## src/rtl/colorbar_frame_writer.sv

```systemverilog
// rtl/colorbar_frame_writer.sv - writes one 8-bar colour test frame to DDR3 as 128-bit bursts
// Four 32-bit {00,R,G,B} pixels per word; bursts of up to BURST_LEN words.
module colorbar_frame_writer #(
  parameter int          H_ACT     = 1280,
  parameter int          V_ACT     = 720,
  parameter int          BURST_LEN = 64,
  parameter logic [27:0] BASE_ADDR = 28'd0
) (
  input  logic         clk,
  input  logic         rst_n,
  output logic         wr_req,
  output logic [27:0]  wr_req_addr,
  output logic [15:0]  wr_length,
  output logic [127:0] wr_data,
  input  logic         wr_busy,
  input  logic         wr_data_valid,
  input  logic         wr_done,
  output logic         ui_wr_done
);

  localparam int TOTAL = H_ACT * V_ACT / 4;
  localparam int BAR_W = (H_ACT / 8 > 0) ? H_ACT / 8 : 1;

  typedef enum logic [2:0] {IDLE, REQ, DATA, WAIT_DONE, FINISH} state_t;

  state_t      state;
  logic [15:0] x;
  logic [15:0] line;
  logic [15:0] burst_cnt;
  logic [31:0] words_sent;

  logic        consume;
  logic        last_word;
  logic        burst_end;
  logic [31:0] sent_next;
  logic        col_wrap;
  logic [15:0] x_next;
  int          xs;

  function automatic logic [23:0] bar_color(input int bar);
    case (bar)
      0:       return 24'hFFFFFF;
      1:       return 24'hFFFF00;
      2:       return 24'h00FFFF;
      3:       return 24'h00FF00;
      4:       return 24'hFF00FF;
      5:       return 24'hFF0000;
      6:       return 24'h0000FF;
      default: return 24'h000000;
    endcase
  endfunction

  // A word may straddle the end of a line when H_ACT is not a multiple of 4.
  function automatic logic [127:0] word_at(input logic [15:0] col0);
    logic [127:0] w;
    int c;
    w = '0;
    for (int n = 0; n < 4; n++) begin
      c = int'(col0) + n;
      if (c >= H_ACT) c = c - H_ACT;
      w[32*n +: 32] = {8'h00, bar_color(c / BAR_W)};
    end
    return w;
  endfunction

  function automatic logic [15:0] burst_len_for(input logic [31:0] sent);
    int rem;
    rem = TOTAL - int'(sent);
    return (rem < BURST_LEN) ? 16'(rem) : 16'(BURST_LEN);
  endfunction

  always_comb begin
    consume   = (state == DATA) && wr_data_valid;
    last_word = (burst_cnt + 16'd1) == wr_length;
    burst_end = (consume && last_word && wr_done) || (state == WAIT_DONE && wr_done);
    sent_next = words_sent + {31'd0, consume};
    xs        = int'(x) + 4;
    col_wrap  = xs >= H_ACT;
    x_next    = col_wrap ? 16'(xs - H_ACT) : 16'(xs);
  end

  always_ff @(posedge clk) begin
    if (!rst_n) begin
      state       <= IDLE;
      wr_req      <= 1'b0;
      wr_req_addr <= BASE_ADDR;
      wr_length   <= '0;
      wr_data     <= '0;
      ui_wr_done  <= 1'b0;
      x           <= '0;
      line        <= '0;
      burst_cnt   <= '0;
      words_sent  <= '0;
    end else begin
      wr_req <= 1'b0;
      case (state)
        IDLE: begin
          wr_data   <= word_at(x);
          wr_length <= burst_len_for(words_sent);
          state     <= REQ;
        end
        REQ: begin
          if (!wr_busy) begin
            wr_req <= 1'b1;
            state  <= DATA;
          end
        end
        DATA: begin
          if (consume) begin
            words_sent <= sent_next;
            x          <= x_next;
            wr_data    <= word_at(x_next);
            if (col_wrap) line <= (line == 16'(V_ACT - 1)) ? '0 : line + 16'd1;
            if (last_word) begin
              burst_cnt <= '0;
              state     <= WAIT_DONE;
            end else begin
              burst_cnt <= burst_cnt + 16'd1;
            end
          end
        end
        WAIT_DONE: ;
        FINISH: ;
        default: state <= IDLE;
      endcase

      // Completion may arrive together with the last data beat; it overrides WAIT_DONE.
      if (burst_end) begin
        wr_req_addr <= wr_req_addr + {9'd0, wr_length, 3'b000};
        burst_cnt   <= '0;
        if (sent_next == 32'(TOTAL)) begin
          state      <= FINISH;
          ui_wr_done <= 1'b1;
        end else begin
          wr_length <= burst_len_for(sent_next);
          state     <= REQ;
        end
      end
    end
  end

endmodule

```

## config.mk

```make
export PLATFORM = sky130hd
export DESIGN_NAME = colorbar_frame_writer
export DESIGN_NICKNAME = d
export VERILOG_FILES = /design/src/rtl/colorbar_frame_writer.sv
export SDC_FILE = /design/constraint.sdc
export NUM_CORES = 1
export LEC_CHECK = 0
export ABC_CLOCK_PERIOD_IN_PS = 11900
export BUFFER_PORTS_ARGS = -buffer_cell sky130_fd_sc_hd__buf_2
export CAP_MARGIN = 5
export CORE_MARGIN = 2
export CORE_UTILIZATION = 30
export CTS_CLUSTER_SIZE = 40
export DETAILED_ROUTE_END_ITERATION = 10
export GPL_TIMING_DRIVEN = 0
export HOLD_SLACK_MARGIN = 0.15
export PLACE_DENSITY = 0.47
export SYNTH_ARGS = -nofsm -noshare
export SYNTH_HDL_FRONTEND = slang
export SYNTH_SLANG_ARGS = --single-unit
```

## constraint.sdc

```tcl
create_clock -name clk -period 11.9 [get_ports clk]
set_input_delay 1.785 -clock clk [delete_from_list [all_inputs] [get_ports clk]]
set_output_delay 1.785 -clock clk [all_outputs]
set_load 0.02 [all_outputs]
```

==> flow_metrics.tcl, run 1 <==
set metrics [dict create \
    status "finished, final reports clean" \
    numCtsBuffers 17 \
    wl_per_cell_um 17.3 \
    ir_drop_v 0.0000899 \
    multi_input_area_um2 13200 \
    min_path_cells 2 \
    ys_types 120 \
    synthesis.area_um2 17200 \
    ys.flop_type "dfxtp_1" \
    clk_pin_slew_ps 70 \
    p_switching_w 0.00120 \
    finalSetupViolCount 0 \
    critPathKind "reg2reg" \
    crit_required_ps 12280 \
    vias 18900 \
    worstMarginPinSlew_ps 1210 \
    wl_mm 60.3 \
    avgSynthCellArea_um2 6.86 \
    ff2ff_setup_slack_ps 920 \
    synth_cells 2508 \
    r2r_start "x[3]" \
    drtAntennaViolNets 0 \
    p_comb_share_pct 59.4 \
    gp_congestion 0.908 \
    area_growth_pct 14.3 \
    cts_sinks 120 \
    die_w_um 243 \
    fin_skew_ps 11.5 \
    cp_slowest_cell "a211oi_2" \
    via_per_inst 5.44 \
    min_period_over_period_pct 92.3 \
    p_int_w 0.00140 \
    cts_tree "done" \
    min_period_ps 10980 \
    grt_start_max_net_pins 17 \
    drive_above_1_share_pct 15.1 \
    grt_antenna_before_repair 1 \
    place.port_buffers 143 \
    synth-edff-count 0 \
    rows 87 \
    relSlewSlack_pct 18.5 \
    synth_async_sr_flop_share_pct 0 \
    cp-start-kind "flip-flop" \
    top_level_ports 179 \
    critPathMaxFanout 10 \
    hold_viol_final 0 \
    fmax_mhz 91.0 \
    clockBufferDepth 2 \
    drv_cap 0 \
    grt_use_total_pct 19.8 \
    max_stage_delay_ps 560 \
    p_leak_nw 7.91 \
    cp.arrival_ps 11360 \
    setup-tns-final_ps 0 \
    grt_pass1_vias 17600 \
    cts_hold_buf 0 \
    p_seq_share_pct 18.2 \
    p_per_area_nw_per_um2 132 \
    clock_power_share_pct 22.3 \
    grt_setup_unrepaired "false" \
    swShare_pct 46.1 \
    slew_viol_final 0 \
    hp-class "reg2reg" \
    endpoint_kind "flip-flop" \
    dr.pass1.iters 5 \
    start_util_pct 30.4 \
    num_antenna_cells 0 \
    clock-root-buffer "clkbuf_16" \
    fin_nets 2751 \
    ff_latch_area_um2 2400 \
    drcViolationCount 0 \
    h-tree-depth 4 \
    die_h_um 243 \
    ys_seq_elements 120 \
    overflow 0 \
    r2r_end "wr_data[39]" \
    fin_total_pwr_w 0.00260 \
    r2r_cells 39 \
    die_area_um2 59200 \
    fillers 6187 \
    hp-start "ui_wr_done" \
    drt-initial-drc-count 1328 \
    core_um2 56500 \
    hpwl_mm 47.5 \
    yosysSeqAreaShare_pct 14.0 \
    grt_pass1_wl_mm 96.1 \
    hold_end "ui_wr_done" \
    yosysWarnings 0 \
    worstSkewPairLatency_ps 450 \
]
==> logic make-up after synthesis <==
logic type      share of synthesized area (%)
xor+xnor                                 12.7
fa+ha+maj                                3.22
buf+inv                                  9.96
simple gates                             29.3
other cells                            0.0437
flops                                    14.0
compound gates                           27.9
mux                                      2.93
==> per-layer routing <==
layer / vias up / track usage (%) / wire, um
met5: - / 0 / 0
met4: 0 / 6.69 / 1450
met3: 91 / 2.45 / 2700
met2: 513 / 33.9 / 28600
met1: 8932 / 25.5 / 27500
li1: 9363 / - / -
==> sequential cells by signal, summed over array words and instances, names as in the netlist <==
register / count
state: 3
wr_data: 12
burst_cnt: 16
wr_req_addr: 25
x: 14
ui_wr_done: 1
words_sent: 32
wr_length: 16
wr_req: 1
==> through the flow <==
stage	util, %	worst slack (ps)	hold slack (ps)	area [um2]	cells
CTS	34.7	322	461	19600	3474
finish	34.8	916	454	19700	3477
detailed placement	33.6	370	444	19000	3442
global placement	33.6	551	444	19000	3442
floorplan	-	2480	475	17300	2543
global route	34.8	104	499	19700	3477
==> power by group through the flow <==
stage                     Combinational, W  Clock (W)  Sequential (W)
after floorplan                    0.00114          0        0.000486
after global placement             0.00151          0        0.000481
final                              0.00154   0.000580        0.000473
after global routing               0.00169   0.000606        0.000481
after CTS                          0.00153   0.000596        0.000475
after detailed placement           0.00152          0        0.000484
==> placed cells by master, fill, tap and decap left out, types with 24 or more instances in the layout <==
master and instances:
dfxtp_1 120, conb_1 37, buf_2 163, ha_1 37, and3_1 48, and2_1 30
o21ai_0 129, o211ai_1 26, nand2b_1 34, nand2_1 224, o22ai_1 26, nor4_1 25
a211oi_1 24, xor2_1 82, clkbuf_1 113, buf_4 123, or3_1 36, nand3_1 105
nor3_1 76, nor2_1 292, xnor2_1 160, a31oi_1 29, a21oi_1 190, mux2i_1 32
inv_1 58, nand4_1 32
==> synth_stat cells (all sizes together), types with 37 or more instances <==
master	instances	area [um2]
nor3	80	422
nand3	107	553
xnor2	162	1430
clkbuf	113	424
nand2	224	841
xor2	84	751
o21ai	149	753
ha	37	463
dfxtp	120	2400
inv	60	225
nor2	294	1110
a21oi	192	968
and3	48	300
buf	151	1060
==> area by class of cell <==
class,instances,area share (%)
Timing Repair Buffer,146,3.74
Clock buffer,19,2.25
Tap cell,756,4.81
Clock inverter,13,0.974
Multi-Input combinational cell,2098,67.3
Buffer,264,7.55
Inverter,61,1.16
Sequential cell,120,12.2
==> worst max-delay path: cells and delay by family, from the launching register on <==
kind | cells | cell delay [ps]
flops | 1 | 420
simple gates | 10 | 3210
fa+ha+maj | 3 | 820
xor+xnor | 3 | 950
buf+inv | 6 | 1020
mux | 1 | 320
compound gates | 16 | 4140
==> worst max-delay path by stage <==
stage / from / endpoint / slack (ps) / depth (start not counted)
floorplan: x[3] / wr_data[39] / 2480 / 40
global route: x[3] / wr_data[39] / 100 / 39
finish: x[3] / wr_data[39] / 920 / 39
CTS: x[3] / wr_data[39] / 320 / 40
detailed placement: x[3] / wr_data[39] / 370 / 40
global placement: x[3] / wr_data[39] / 550 / 40
==> timing repair <==
item / CTS / global route
buffers inserted: 0 / 2
resized for setup: 0 / 4
setup endpoints to repair: 0 / 2
Note: power is estimated with default switching activity, not from simulation.
==> run 2: changes to the inputs <==
Settings changed: GPL_TIMING_DRIVEN 0 to default.
==> flow_metrics.tcl, run 2 (same netlist as run 1, synthesis figures left out) <==
set metrics [dict create \
    grt_pass1_vias 16600 \
    relSlewSlack_pct 25.8 \
    cp_slowest_cell "xnor2_1" \
    vias 18000 \
    grt_antenna_before_repair 0 \
    clock-root-buffer "clkbuf_16" \
    worstMarginPinSlew_ps 1100 \
    critPathMaxFanout 17 \
    die_area_um2 59200 \
    gp_congestion 0.876 \
    largest_reg_flops 32 \
    via_per_inst 5.57 \
    drive_above_1_share_pct 11.9 \
    h-tree-depth 4 \
    place.port_buffers 143 \
    status "finished, final reports clean" \
    min_period_over_period_pct 91.8 \
    clockBufferDepth 2 \
    min_period_ps 10920 \
    drtAntennaViolNets 0 \
    grt_setup_unrepaired "false" \
    reg_top3 "words_sent (32), wr_req_addr (25)" \
    fin_total_pwr_w 0.00234 \
    pre_cts_ws_ps 645 \
    cts_hold_buf 0 \
    endpoint_kind "flip-flop" \
    area_growth_pct 6.29 \
    wl_per_cell_um 17.3 \
    cts_tree "done" \
    grt_use_total_pct 18.3 \
    critPathKind "reg2reg" \
    slew_viol_final 0 \
    dr.pass1.iters 5 \
    p_leak_nw 7.10 \
    drv_cap 0 \
    overflow 0 \
    ir_drop_v 0.000104 \
    clk_pin_slew_ps 60 \
    final_common_cell "nor2_1" \
    top_level_ports 179 \
    die_h_um 243 \
    drt-initial-drc-count 1302 \
    worstSkewPairLatency_ps 450 \
    numCtsBuffers 17 \
    setup_ws_ps 976 \
    top_register "words_sent" \
    drcViolationCount 0 \
    core_um2 56500 \
    finalSetupViolCount 0 \
    final_cell_mix "nor2_1, nand2_1, a21oi_1, xnor2_1, buf_2" \
    cts_sinks 120 \
    hold_viol_final 0 \
    num_antenna_cells 0 \
    hpwl_mm 42.4 \
    max_stage_delay_ps 600 \
    hp-class "reg2reg" \
    cp.arrival_ps 11300 \
    die_w_um 243 \
    cp-start-kind "flip-flop" \
    grt_start_max_net_pins 69 \
    wl_mm 56.1 \
    rows 87 \
    whs_ps 453 \
    postCtsResizedCells 0 \
    post_cts_buffers 0 \
    fin_nets 2511 \
    grt_pass1_wl_mm 90.1 \
    crit_required_ps 12270 \
    setup-tns-final_ps 0 \
    start_util_pct 30.4 \
    fmax_mhz 91.5 \
    fin_skew_ps 12.1 \
    p_per_area_nw_per_um2 128 \
]
-- run 2: cell count changes in the layout (fill, tap and decap cells not counted), sizes merged --
cell and change:
clkbuf -112, clkinv +4, buf -127, clkinvlp -2
inv +1, bufinv -4
-- run 2: metal layers --
metal	wire length, um	vias up	track usage (%)	share of wire [%]
met1	26400	8586	24.3	47
met2	26300	481	31.0	47
met4	1150	0	5.45	2.0
met3	2320	84	2.08	4.1
met5	0	-	0	0
li1	-	8881	-	-
-- run 2: critical path, delay by kind of cell, from the launching register on --
family / cells / cell delay [ps]
mux: 2 / 780
fa+ha+maj: 3 / 900
compound gates: 16 / 3540
xor+xnor: 2 / 830
simple gates: 11 / 3930
flops: 1 / 430
buf+inv: 2 / 420
-- run 2: per-stage QoR --
step | util [%] | cell area [um2] | cells
final | 32.3 | 18300 | 3237
after global routing | 32.3 | 18300 | 3237
after CTS | 32.3 | 18300 | 3237
after detailed placement | 31.3 | 17700 | 3205
after global placement | 31.3 | 17700 | 3205
after floorplan | - | 17300 | 2543
-- run 2: layout make-up --
| class | count | area [um2] |
|---|---|---|
| fill | 6175 | 38200 |
| multi-input combinational | 2098 | 13200 |
| sequential | 120 | 2400 |
| tap | 756 | 946 |
| timing repair buffer | 170 | 918 |
| clock buffer | 20 | 457 |
| inverter | 61 | 229 |
| clock inverter | 12 | 92.6 |
-- run 2: path summary, 6_finish.rpt --
| kind | cells past startpoint | startpoint | to | slack [ps] |
|---|---|---|---|---|
| worst max register to register | 36 | x[3] | wr_data[39] | 980 |
| worst min-delay path | 2 | ui_wr_done | ui_wr_done | 450 |
| worst min register to register | 2 | ui_wr_done | ui_wr_done | 450 |
| worst max-delay path | 36 | x[3] | wr_data[39] | 980 |
-- run 2: where the power goes --
| part | leakage [nW] | internal, W | switching, W |
|---|---|---|---|
| sequential | 0.971 | 0.000422 | 0.0000493 |
| combinational | 5.86 | 0.000472 | 0.000886 |
| clock | 0.272 | 0.000280 | 0.000226 |
